===== src/rtl/sc_io_pkg.sv =====
// Shared constants and helpers for the sc_computer input-port block:
// register offsets within the I/O page, press-count width/saturation,
// and the address decoder used by the top level.
package sc_io_pkg;

    localparam logic [4:0] SC_IO_SW_OFF   = 5'h00;
    localparam logic [4:0] SC_IO_KEY_OFF  = 5'h04;
    localparam logic [4:0] SC_IO_EVT_OFF  = 5'h08;
    localparam logic [4:0] SC_IO_CNT_OFF  = 5'h0C;
    localparam logic [4:0] SC_IO_MASK_OFF = 5'h10;

    localparam int                    SC_IO_CNT_W   = 16;
    localparam logic [SC_IO_CNT_W-1:0] SC_IO_CNT_SAT = '1;

    typedef enum logic [2:0] {
        REG_SW,
        REG_KEY,
        REG_EVT,
        REG_CNT,
        REG_MASK,
        REG_NONE
    } reg_sel_e;

    // Word-aligned decode: the two byte-select bits never affect the target.
    function automatic reg_sel_e decode_addr(input logic [4:0] addr);
        logic [4:0] word;
        word = {addr[4:2], 2'b00};
        case (word)
            SC_IO_SW_OFF:   return REG_SW;
            SC_IO_KEY_OFF:  return REG_KEY;
            SC_IO_EVT_OFF:  return REG_EVT;
            SC_IO_CNT_OFF:  return REG_CNT;
            SC_IO_MASK_OFF: return REG_MASK;
            default:        return REG_NONE;
        endcase
    endfunction

    // Adds a small press increment and clamps at the all-ones value.
    function automatic logic [SC_IO_CNT_W-1:0] sat_add(
        input logic [SC_IO_CNT_W-1:0] base,
        input logic [3:0]             inc
    );
        logic [SC_IO_CNT_W:0] sum;
        sum = {1'b0, base} + {{(SC_IO_CNT_W-3){1'b0}}, inc};
        return sum[SC_IO_CNT_W] ? SC_IO_CNT_SAT : sum[SC_IO_CNT_W-1:0];
    endfunction

endpackage


===== src/rtl/sc_io_debounce.sv =====
// One-bit two-flop synchronizer followed by a stability counter. The
// stable level only follows the synchronized input after it has differed
// from stable for DEBOUNCE_CYCLES consecutive edges. 'change' is high in
// the cycle whose closing edge flips 'stable'.
module sc_io_debounce #(
    parameter int   DEBOUNCE_CYCLES = 1000000,
    parameter logic RESET_VAL       = 1'b0
) (
    input  logic clock,
    input  logic reset,
    input  logic raw,
    output logic stable,
    output logic change
);

    localparam int               CNT_W   = $clog2(DEBOUNCE_CYCLES);
    localparam logic [CNT_W-1:0] CNT_MAX = CNT_W'(DEBOUNCE_CYCLES - 1);

    logic             sync1;
    logic             sync2;
    logic [CNT_W-1:0] cnt;

    assign change = (sync2 != stable) && (cnt == CNT_MAX);

    // Two-flop synchronizer for the asynchronous raw input.
    always_ff @(posedge clock or posedge reset) begin
        // NOTE: sequential state uses non-blocking assignments so every flop
        // samples pre-edge values regardless of statement order.
        if (reset) begin
            sync1 <= RESET_VAL;
            sync2 <= RESET_VAL;
        end else begin
            sync1 <= raw;
            sync2 <= sync1;
        end
    end

    // Stability counter: any return to the stable level restarts the count.
    always_ff @(posedge clock or posedge reset) begin
        if (reset) begin
            cnt    <= '0;
            stable <= RESET_VAL;
        end else if (sync2 == stable) begin
            cnt <= '0;
        end else if (change) begin
            stable <= sync2;
            cnt    <= '0;
        end else begin
            cnt <= cnt + CNT_W'(1);
        end
    end

endmodule


===== src/rtl/sc_io_input_port.sv =====
// Memory-mapped input responder for the sc_computer I/O page: debounced
// switches and active-low keys, sticky key-press events, a saturating
// press counter, and registered one-cycle-latency read data.
// Optional build macro SC_IO_INPUT_IRQ_EN adds the MASK register at 0x10
// and a registered level interrupt; without it irq is tied low.
module sc_io_input_port
    import sc_io_pkg::*;
#(
    parameter int DEBOUNCE_CYCLES = 1000000,
    parameter int NUM_SW          = 10,
    parameter int NUM_KEY         = 3
) (
    input  logic              clock,
    input  logic              reset,
    input  logic [NUM_SW-1:0] sw,
    input  logic [NUM_KEY-1:0] key,
    input  logic              io_sel,
    input  logic              io_rd,
    input  logic              io_wr,
    input  logic [4:0]        io_addr,
    input  logic [31:0]       io_wdata,
    output logic [31:0]       io_rdata,
    output logic              io_rvalid,
    output logic              irq
);

    logic [NUM_SW-1:0]      sw_stable;
    logic [NUM_SW-1:0]      sw_change_unused;   // switches raise no events
    logic [NUM_KEY-1:0]     key_stable;
    logic [NUM_KEY-1:0]     key_change;
    logic [NUM_KEY-1:0]     kp;
    logic [NUM_KEY-1:0]     press;
    logic [3:0]             press_cnt;
    logic [NUM_KEY-1:0]     evt;
    logic [NUM_KEY-1:0]     w1c;
    logic [SC_IO_CNT_W-1:0] count;
    logic [31:0]            rd_mux;
    logic                   wr_en;
    logic                   rd_en;
    reg_sel_e               addr_sel;
    logic                   unused_wdata;

`ifdef SC_IO_INPUT_IRQ_EN
    logic [NUM_KEY-1:0]     mask;
`endif

    for (genvar i = 0; i < NUM_SW; i++) begin : g_sw
        sc_io_debounce #(
            .DEBOUNCE_CYCLES (DEBOUNCE_CYCLES),
            .RESET_VAL       (1'b0)
        ) u_db (
            .clock  (clock),
            .reset  (reset),
            .raw    (sw[i]),
            .stable (sw_stable[i]),
            .change (sw_change_unused[i])
        );
    end

    for (genvar i = 0; i < NUM_KEY; i++) begin : g_key
        sc_io_debounce #(
            .DEBOUNCE_CYCLES (DEBOUNCE_CYCLES),
            .RESET_VAL       (1'b1)
        ) u_db (
            .clock  (clock),
            .reset  (reset),
            .raw    (key[i]),
            .stable (key_stable[i]),
            .change (key_change[i])
        );
    end

    // A press is a stable-level flip while the key is currently released.
    assign kp           = ~key_stable;
    assign press        = key_change & key_stable;
    assign wr_en        = io_sel & io_wr;
    assign rd_en        = io_sel & io_rd;
    assign addr_sel     = decode_addr(io_addr);
    assign w1c          = (wr_en && addr_sel == REG_EVT) ? io_wdata[NUM_KEY-1:0] : '0;
    assign unused_wdata = ^io_wdata[31:NUM_KEY];

    // Number of keys whose press lands on this edge.
    always_comb begin
        // NOTE: combinational outputs get a default first so no path can
        // leave them unassigned and infer a latch.
        press_cnt = '0;
        for (int i = 0; i < NUM_KEY; i++) begin
            press_cnt = press_cnt + 4'(press[i]);
        end
    end

    // Read-data multiplexer over the current (pre-edge) register values.
    always_comb begin
        rd_mux = '0;
        case (addr_sel)
            REG_SW:   rd_mux = 32'(sw_stable);
            REG_KEY:  rd_mux = 32'(kp);
            REG_EVT:  rd_mux = 32'(evt);
            REG_CNT:  rd_mux = 32'(count);
`ifdef SC_IO_INPUT_IRQ_EN
            REG_MASK: rd_mux = 32'(mask);
`endif
            default:  rd_mux = '0;
        endcase
    end

    // Sticky press events; a new press beats a same-cycle clear.
    always_ff @(posedge clock or posedge reset) begin
        if (reset) begin
            evt <= '0;
        end else begin
            evt <= (evt & ~w1c) | press;
        end
    end

    // Saturating press counter; a software write zeroes it and wins.
    always_ff @(posedge clock or posedge reset) begin
        if (reset) begin
            count <= '0;
        end else if (wr_en && addr_sel == REG_CNT) begin
            count <= '0;
        end else if (|press) begin
            count <= sat_add(count, press_cnt);
        end
    end

    // Registered read port: data held between reads, valid pulses once.
    always_ff @(posedge clock or posedge reset) begin
        if (reset) begin
            io_rdata  <= '0;
            io_rvalid <= 1'b0;
        end else begin
            io_rvalid <= rd_en;
            if (rd_en) begin
                io_rdata <= rd_mux;
            end
        end
    end

`ifdef SC_IO_INPUT_IRQ_EN
    // Interrupt mask register, writable by software.
    always_ff @(posedge clock or posedge reset) begin
        if (reset) begin
            mask <= '0;
        end else if (wr_en && addr_sel == REG_MASK) begin
            mask <= io_wdata[NUM_KEY-1:0];
        end
    end

    // Level interrupt, one edge behind the masked event state.
    always_ff @(posedge clock or posedge reset) begin
        if (reset) begin
            irq <= 1'b0;
        end else begin
            irq <= |(evt & mask);
        end
    end
`else
    assign irq = 1'b0;
`endif

endmodule


===== config.mk =====
export PLATFORM = sky130hd
export DESIGN_NAME = sc_io_input_port
export DESIGN_NICKNAME = d
export VERILOG_FILES = /design/src/rtl/sc_io_pkg.sv /design/src/rtl/sc_io_debounce.sv /design/src/rtl/sc_io_input_port.sv
export SDC_FILE = /design/constraint.sdc
export NUM_CORES = 1
export LEC_CHECK = 0
export CORE_MARGIN = 1.5
export CORE_UTILIZATION = 30
export CTS_CLUSTER_DIAMETER = 30
export DETAILED_ROUTE_END_ITERATION = 8
export SYNTH_ARGS = -nofsm -noshare
export SYNTH_HDL_FRONTEND = slang
export SYNTH_HIERARCHICAL = 1
export SYNTH_SLANG_ARGS = --single-unit

===== constraint.sdc =====
create_clock -name clock -period 4.8 [get_ports clock]
set_input_delay 0.48 -clock clock [delete_from_list [all_inputs] [get_ports clock]]
set_output_delay 0.48 -clock clock [all_outputs]
set_load 0.1 [all_outputs]

Word-level counts from Yosys, hierarchy flattened. Index checks and enable logic that the tools add are counted.

Register bits: 351. Output and inout port bits: 34. Word-level logic and storage cells: 202.

Bitwise operators: 20. Multiplexer cells: 32. Reduce and logical (&&, ||, !) cells: 32. Equal/unequal tests: 46. Add/sub/neg operators: 16.

Operator list (number): 2-to-1 mux 20 bit (26); adder 20 x 1 -> 20 bit, second input constant (13); equality test 20 bit, second input constant (13); one-hot mux 16 bit (4 select lines) (1); 2-to-1 mux 16 bit (3); AND reduction 2 bit (13); adder 16 x 3 -> 17 bit (1); logical AND 1 bit (15); one-hot mux 3 bit (5 select lines) (1); equality test 1 bit (13); inequality test 1 bit (13); inverter 1 bit (13); equality test 3 x 2 -> 1 bit, second input constant (4); AND 3 bit (2); equality test 3 x 1 -> 1 bit, second input constant (2); zero test 3 bit (2); inverter 3 bit (2); adder 2 x 1 -> 3 bit (1); equality test 3 bit, second input constant (1); 2-to-1 mux 3 bit (1); OR 3 bit (1); OR reduction 3 bit (1); adder 1 x 1 -> 2 bit (1); AND 1 bit (2); nonzero test 2 bit (1).

Longest topological paths before layout. Gate-level depths: netlist of run 1.

Word-level depth: 9. Depth in mapped cells: 14. Depth with buffers taken out: 13.

Hierarchy. Netlist of run 1, hierarchy kept.

By module, submodules not included: sc_io_debounce (g_sw[0].u_db ...) (seq. area each 575.6 sq um, area an instance 1114.8 sq um, cells each 116, instances 10); sc_io_debounce (g_key[0].u_db ...) (seq. area each 579.3 sq um, area an instance 1118.6 sq um, cells each 116, instances 3); sc_io_input_port (seq. area each 900.9 sq um, area an instance 1993.2 sq um, cells each 203, instances 1).

Worst setup path before layout of run 1. Ideal clock, no wire load.

Path type: register to register. Start: register g_key[0].u_db.cnt[0]. End: register count[5]. Arrival: 3237 ps. Stages on the path, launching flop included: 14. Period minus slack after synthesis: 3333 ps. Slack: 1467 ps. Path buffers: 1. Library setup time: 96 ps. Cell sequence: dfrtp_1 -> ha_1 -> and2_1 -> nand3_1 -> nor3_1 -> and2_1 -> fa_1 -> ha_1 -> fa_1 -> nand4_1 -> or4_4 -> buf_6 -> and3_1 -> nor4_2.

Cells in the longest elaborated chain, start to end: 9.

Ends and longest elaborated chain: start: declaration (line sc_io_debounce.sv:21) `logic [CNT_W-1:0] cnt;`; start signal: assignment (line sc_io_debounce.sv:49) `cnt <= cnt + CNT_W'(1);`; equality test 20 bit * (line sc_io_debounce.sv:23) `assign change = (sync2 != stable) && (cnt == CNT_MAX);`; logical AND 1 bit * (line sc_io_debounce.sv:23); net key_change[0] (line sc_io_input_port.sv:30) `logic [NUM_KEY-1:0] key_change;`; AND 3 bit * (line sc_io_input_port.sv:75) `assign press = key_change & key_stable;`; adder 1 x 1 -> 2 bit (line sc_io_input_port.sv:88) `press_cnt = press_cnt + 4'(press[i]);`; adder 2 x 1 -> 3 bit (line sc_io_input_port.sv:88); adder 16 x 3 -> 17 bit (line sc_io_pkg.sv:44) `sum = {1'b0, base} + {{(SC_IO_CNT_W-3){1'b0}}, inc};`; 2-to-1 mux 16 bit (line sc_io_pkg.sv:45) `return sum[SC_IO_CNT_W] ? SC_IO_CNT_SAT : sum[SC_IO_CNT_W-1:0];`; 2-to-1 mux 16 bit (line sc_io_input_port.sv:122) `end else if (|press) begin`; 2-to-1 mux 16 bit (line sc_io_input_port.sv:120) `end else if (wr_en && addr_sel == REG_CNT) begin`; end signal: assignment (line sc_io_input_port.sv:123) `count <= sat_add(count, press_cnt);`; end: declaration (line sc_io_input_port.sv:36) `logic [SC_IO_CNT_W-1:0] count;`.

The timed path passes the listed nets; every way through them passes the cells marked *. The select of a mux whose other input is x is not followed. A chain may end at the register's enable or synchronous reset.

Worst setup path after layout of run 1.
Start: register g_key[0].u_db.cnt[0]. End: register count[3].

Same word-level chain as after synthesis.

==> results of run 1 <==
==> power by group <==
group	switching [mW]	total [mW]	internal, mW
Combinational	0.242	0.324	0.0817
Clock	1.56	4.96	3.40
Sequential	0.0636	2.95	2.89
Total	1.87	8.24	6.37
==> final cells by class <==
cell class	count	area (um^2)	area share
multi-input combinational	1193	7300	0.367
clock buffer	94	2030	0.102
inverter	100	375	0.0188
sequential	335	8390	0.421
tap	696	871	0.0437
clock inverter	36	444	0.0223
timing repair buffer	54	505	0.0254
==> metal layers <==
layer | wire length, um | GRT usage
met4 | 767 | 0.0421
met5 | 24 | 0
met2 | 16600 | 0.207
met3 | 1420 | 0.0293
met1 | 16100 | 0.165
==> layout by cell type (no fill, tap or decap), types with 14 or more instances in the layout <==
cell type and n:
or3_1 26, conb_1 17, and2_1 17, ha_1 16, dfrtp_1 326, o21ai_0 77
or3_2 39, nor2_1 211, xnor2_1 91, clkdlybuf4s50_1 40, xor2_1 52, a21oi_1 108
nor4_1 33, clkbuf_16 74, nand3_1 107, or2_2 15, and3_1 16, nand2_1 69
buf_4 14, or4_1 65, o31ai_1 39, nand4_1 45, nor3_1 39, inv_1 100
==> through the flow <==
step / worst slack, ns / std cells
floorplan: 1.47 / 1717
global placement: 1.10 / 2378
detailed placement: 1.09 / 2378
CTS: 1.06 / 2508
global route: 0.787 / 2508
finish: 1.10 / 2508
==> state kept, by name, summed over array words and instances (netlist names), 10 cells and up <==
name              flops
g_sw.u_db/sync1      10
g_sw.u_db/stable     10
g_sw.u_db/cnt       200
io_rdata             16
count                16
g_sw.u_db/sync2      10
g_key.u_db/cnt       60
==> worst paths after layout <==
kind	start	endpoint	slack, ns	depth (start not counted)
max	g_key[0].u_db/cnt[0]	count[3]	1.10	12
min	g_sw[4].u_db/sync1	g_sw[4].u_db/sync2	0.33	0
max reg2reg	g_key[0].u_db/cnt[0]	count[3]	1.10	12
min reg2reg	g_sw[4].u_db/sync1	g_sw[4].u_db/sync2	0.33	0
max in group asynchronous	reset	g_sw[4].u_db/sync1	2.91	2
min in group asynchronous	reset	io_rdata[0]	0.90	2
==> results.txt, run 1 <==
grt ovf: 0
slowest CP cell: nor4_1
CP Class: reg -> reg
CP delay by family, top: simple AND/OR/NAND/NOR gates
hold_ws: 0.333 ns
Worst setup EP type: flop
Tcrit/Tclk final: 0.770
PortBufs: 40
crit-path max FO: 5
Finished Core Util: 0.369
startpoint types: flop
placed cell areas: 0.0174 mm^2
Avg Cell Area, Syn: 9.67 um^2
vias in the first global route: 12300
fillers: 5284
Final Hold Violating Endpoints: 0
Post-CTS Setup Repair Bufs: 0
Rows: 85
Clock Sinks: 335
WP buf/inv: 0
DR WL/cell: 13.9 um
Max IR drop VDD: 261 uV
CP required: 5.25 ns
initial DRC count: 819
layout cells sized above 1: 0.134
total design power: 8.24 mW
die area: 0.0562 mm^2
number of CTS-inserted buffers: 71
fmax: 271 MHz
DR DRC count: 0
Tmin final: 3.70 ns
Worst Clk Skew: 0.0262 ns
Total Neg Setup Slack: 0 ns
most used cell, CP: nor4_1
Root Buffer: clkbuf_16
global-route wire length before repair: 59800 um
vias per inst: 4.96
worst hold path class: reg -> reg
Arr. time, crit path: 4.15 ns
status: completed
drt total wl: 34900 um
initial antenna violation count: 2
final instance area: 0.0199 mm^2
clk_lat worst skew: 0.57 ns
H-tree Lvls: 3
PD cells: 414 mW/mm^2
synthesis-to-finish area growth: 21.1%
Vias: 12400
CTS resizes: 0
die height: 237 um
core area: 0.0540 mm^2
Antenna diodes: 0
final setup vio count: 0
Die Span X: 237 um
gpl congestion: 0.786
First-pass DRT Iterations: 4
final slew viol count: 0
CTS tree: yes
Clock Tree Buf Depth: 3
Post-Syn Area: 0.0164 mm^2
Top Ports: 89
clock-pin transition on the worst setup and hold timing paths: 0.05 ns
Ys Warns: 6
Slew headroom: 0.322
final net count: 1828
Final ANT Viol Nets: 0
MaxCap Viol Count: 0
RSZ-0062 raised after global routing: no
worst slew pin tran: 1.01 ns
hold_buf cts: 0
gr usage total: 0.126
Initial Util: 0.304
pin count of the biggest net entering global routing: 33
Worst path max stage delay: 0.78 ns
Synth Instances: 1701
LEAKAGE: 7.81 nW
CP cell instances: ha_1, and2_1, nand3_1, nor3_1, and2_1, fa_1, ha_1, fa_1, nand4_1, nor4_1, nor4_1, nor4_1
Post-DP HPWL: 23300 um
No activity file was read; power rests on OpenSTA's default activity.
==> run 2, diff against run 1 <==
==> constraint.sdc (replaced) <==
create_clock -name clock -period 3 [get_ports clock]
set_input_delay 0.3 -clock clock [delete_from_list [all_inputs] [get_ports clock]]
set_output_delay 0.3 -clock clock [all_outputs]
set_load 0.1 [all_outputs]
==> run 2 against run 1 <==
  * Register-to-register slack worse by 1.2 ns
  * Largest power group unchanged
  * Highest routed layer is now met4
  * Total power rose by 71%
  * Utilization rose by 2.2 points
  * Count of clock-buffer cells in the layout up 10
  * Non-clock buffer count up 87
  * The run now ends with negative setup slack left
  * First-iteration DRC count decreased by 30%
  * Critical endpoint is now count[5]
  * Combinational power rose by 71%
==> results.txt, run 2 (synthesized netlist as in run 1, its figures left out) <==
Post-DP HPWL: 24100 um (was 23300 um)
startpoint types: flop (unchanged)
final setup vio count: 9 (was 0)
RSZ-0062 raised after global routing: yes (was no)
Rows: 85 (unchanged)
final slew viol count: 0 (unchanged)
reg-to-reg endpoint: count[5] (was count[3])
gpl congestion: 0.793 (was 0.786)
Final ANT Viol Nets: 0 (unchanged)
LEAKAGE: 8.48 nW (was 7.81 nW)
die area: 0.0562 mm^2 (unchanged)
Finished Core Util: 0.391 (was 0.369)
Worst setup EP type: flop (unchanged)
most frequent cells in the layout: 326 x dfrtp_1, 210 x nor2_1, 116 x buf_4 (was 326 x dfrtp_1, 211 x nor2_1, 108 x a21oi_1)
Root Buffer: clkbuf_16 (unchanged)
initial DRC count: 573 (was 819)
fmax: 318 MHz (was 271 MHz)
drt total wl: 36600 um (was 34900 um)
failing checks: negative setup slack
clock-pin transition on the worst setup and hold timing paths: 0.05 ns (about the same)
H-tree Lvls: 3 (unchanged)
DR WL/cell: 14.0 um (was 13.9 um)
First-pass DRT Iterations: 5 (was 4)
synthesis-to-finish area growth: 28.3% (was 21.1%)
Clock Tree Buf Depth: 3 (unchanged)
most used cell, CP: ha_2 (was nor4_1)
R2R depth: 13 (was 12)
grt ovf: 0 (unchanged)
Setup WS post-layout: -0.144 ns (was 1.10 ns)
Vias: 12900 (was 12400)
Initial Util: 0.304 (unchanged)
hold_ws: 0.146 ns (was 0.333 ns)
layout cells sized above 1: 0.208 (was 0.134)
Antenna diodes: 0 (unchanged)
status: finished with violations (was completed)
CTS tree: yes (unchanged)
hold depth: 1 (was 0)
number of CTS-inserted buffers: 83 (was 71)
flop-to-flop setup slack: -0.14 ns (was 1.10 ns)
commonest non-fill, non-tap cell in the layout: dfrtp_1 (unchanged)
core area: 0.0540 mm^2 (unchanged)
initial antenna violation count: 0 (was 2)
Tmin final: 3.14 ns (was 3.70 ns)
PD cells: 668 mW/mm^2 (was 414 mW/mm^2)
worst slew pin tran: 0.957 ns (was 1.01 ns)
Worst Clk Skew: 0.0281 ns (was 0.0262 ns)
placed cell count: 2453 (was 2378)
final net count: 1927 (was 1828)
Worst Setup SP: g_key[1].u_db/cnt[0] (was g_key[0].u_db/cnt[0])
WP buf/inv: 1 (was 0)
FF-to-FF Start: g_key[1].u_db/cnt[0] (was g_key[0].u_db/cnt[0])
Hold Path Origin: sw[9] (was g_sw[4].u_db/sync1)
Hold EP: g_sw[9].u_db/sync1 (was g_sw[4].u_db/sync2)
clk_lat worst skew: 0.61 ns (was 0.57 ns)
CP cell instances: ha_2, and2_4, nand3_4, nor3_4, nand2_2, inv_2, fa_1, ha_2, fa_2, nand4_1, or4_4, and3_4, nor4_4 (was ha_1, and2_1, nand3_1, nor3_1, and2_1, fa_1, ha_1, fa_1, nand4_1, nor4_1, nor4_1, nor4_1)
worst hold path class: in -> reg (was reg -> reg)
MaxCap Viol Count: 0 (unchanged)
Die Span X: 237 um (unchanged)
vias per inst: 4.94 (was 4.96)
die height: 237 um (unchanged)
DR DRC count: 0 (unchanged)
worst slack, placed: -0.531 ns (was 1.09 ns)
gr usage total: 0.133 (was 0.126)
Tcrit/Tclk final: 1.05 (was 0.770)
CP Class: reg -> reg (unchanged)
slowest CP cell: or4_4 (was nor4_1)
pin count of the biggest net entering global routing: 29 (was 33)
Clock Sinks: 335 (unchanged)
max FFs per register: 200 (unchanged)
Max IR drop VDD: 454 uV (was 261 uV)
Worst path max stage delay: 0.61 ns (was 0.78 ns)
CP delay by family, top: simple AND/OR/NAND/NOR gates (unchanged)
Top Ports: 89 (unchanged)
Arr. time, crit path: 3.65 ns (was 4.15 ns)
global-route wire length before repair: 62500 um (was 59800 um)
Biggest register: g_sw.u_db/cnt (unchanged)
top flop regs: g_sw.u_db/cnt: 200 flops, g_key.u_db/cnt: 60 flops (unchanged)
Slew headroom: 0.360 (was 0.322)
vias in the first global route: 13100 (was 12300)
PortBufs: 40 (unchanged)
Final Hold Violating Endpoints: 0 (unchanged)
non-filler instance count after layout: 2615 (was 2508)
CP required: 3.51 ns (was 5.25 ns)
crit-path max FO: 5 (unchanged)
[run 2: cell count changes in the layout (fill, tap and decap cells not counted), moves of 4 or more]
cell / previous run / this run
clkdlybuf4s50_1: 40 / 24
clkbuf_16: 74 / 84
nor3_1: 39 / 34
clkinvlp_4: 5 / 10
nor3_2: 0 / 4
clkbuf_8: 10 / 14
nor4_1: 33 / 27
buf_4: 14 / 116
inv_6: 4 / 8
clkbuf_1: 10 / 6
nor4_2: 1 / 5
[run 2: worst reg2reg max path, cell delays in order, from the launching register on]
cell and delay [ns]:
dfrtp_1 0.38, ha_2 0.19, and2_4 0.15, nand3_4 0.09, nor3_4 0.05, nand2_2 0.08, inv_2 0.05, fa_1 0.52
ha_2 0.20, fa_2 0.23, nand4_1 0.15, or4_4 0.61, and3_4 0.22, nor4_4 0.15
[run 2: area by class of cell]
type	instances	area [um^2]
clock buffers	104	2320
clock inverters	46	509
fillers	5179	32900
inverters	100	375
multi-input cells	1193	7510
flip-flops and latches	335	8390
well taps	696	871
repair buffers	141	1120
[run 2: worst max path at each step]
stage / depth (start not counted) / slack (ns) / endpoint
after floorplan: 13 / -0.08 / count[11]
after global placement: 11 / -0.37 / count[3]
after detailed placement: 11 / -0.53 / count[3]
after CTS: 13 / -0.09 / count[11]
after global routing: 11 / -0.27 / count[5]
final: 13 / -0.14 / count[5]
[run 2: report_power, final]
part,internal [mW],switching (mW)
Sequential,4.63,0.0950
Combinational,0.151,0.404
Clock,6.06,2.77
[run 2: per-layer routing]
| layer | vias up | global-route usage | part of all wire |
|---|---|---|---|
| li1 | 6299 | - | - |
| met1 | 6338 | 0.172 | 0.46 |
| met2 | 207 | 0.211 | 0.47 |
| met3 | 82 | 0.0302 | 0.043 |
| met4 | 0 | 0.0643 | 0.030 |
| met5 | - | 0 | 0 |
[run 2: stage by stage]
step | instance area (um^2) | power, mW | setup TNS (ns)
global placement | 18000 | 5.32 | -2.61
global route | 21100 | 14.6 | -3.00
CTS | 21000 | 14.3 | -0.690
detailed placement | 18000 | 5.34 | -4.55
floorplan | 16500 | 5.17 | -0.256
finish | 21100 | 14.1 | -0.604
[run 2: repair_timing]
action                                  CTS  global route
hold endpoints to repair                  0             0
resized for setup                        15            18
buffers inserted                         10             3
endpoints found under the setup margin   16            16
pin swaps                                20            15
hold buffers                              0             0
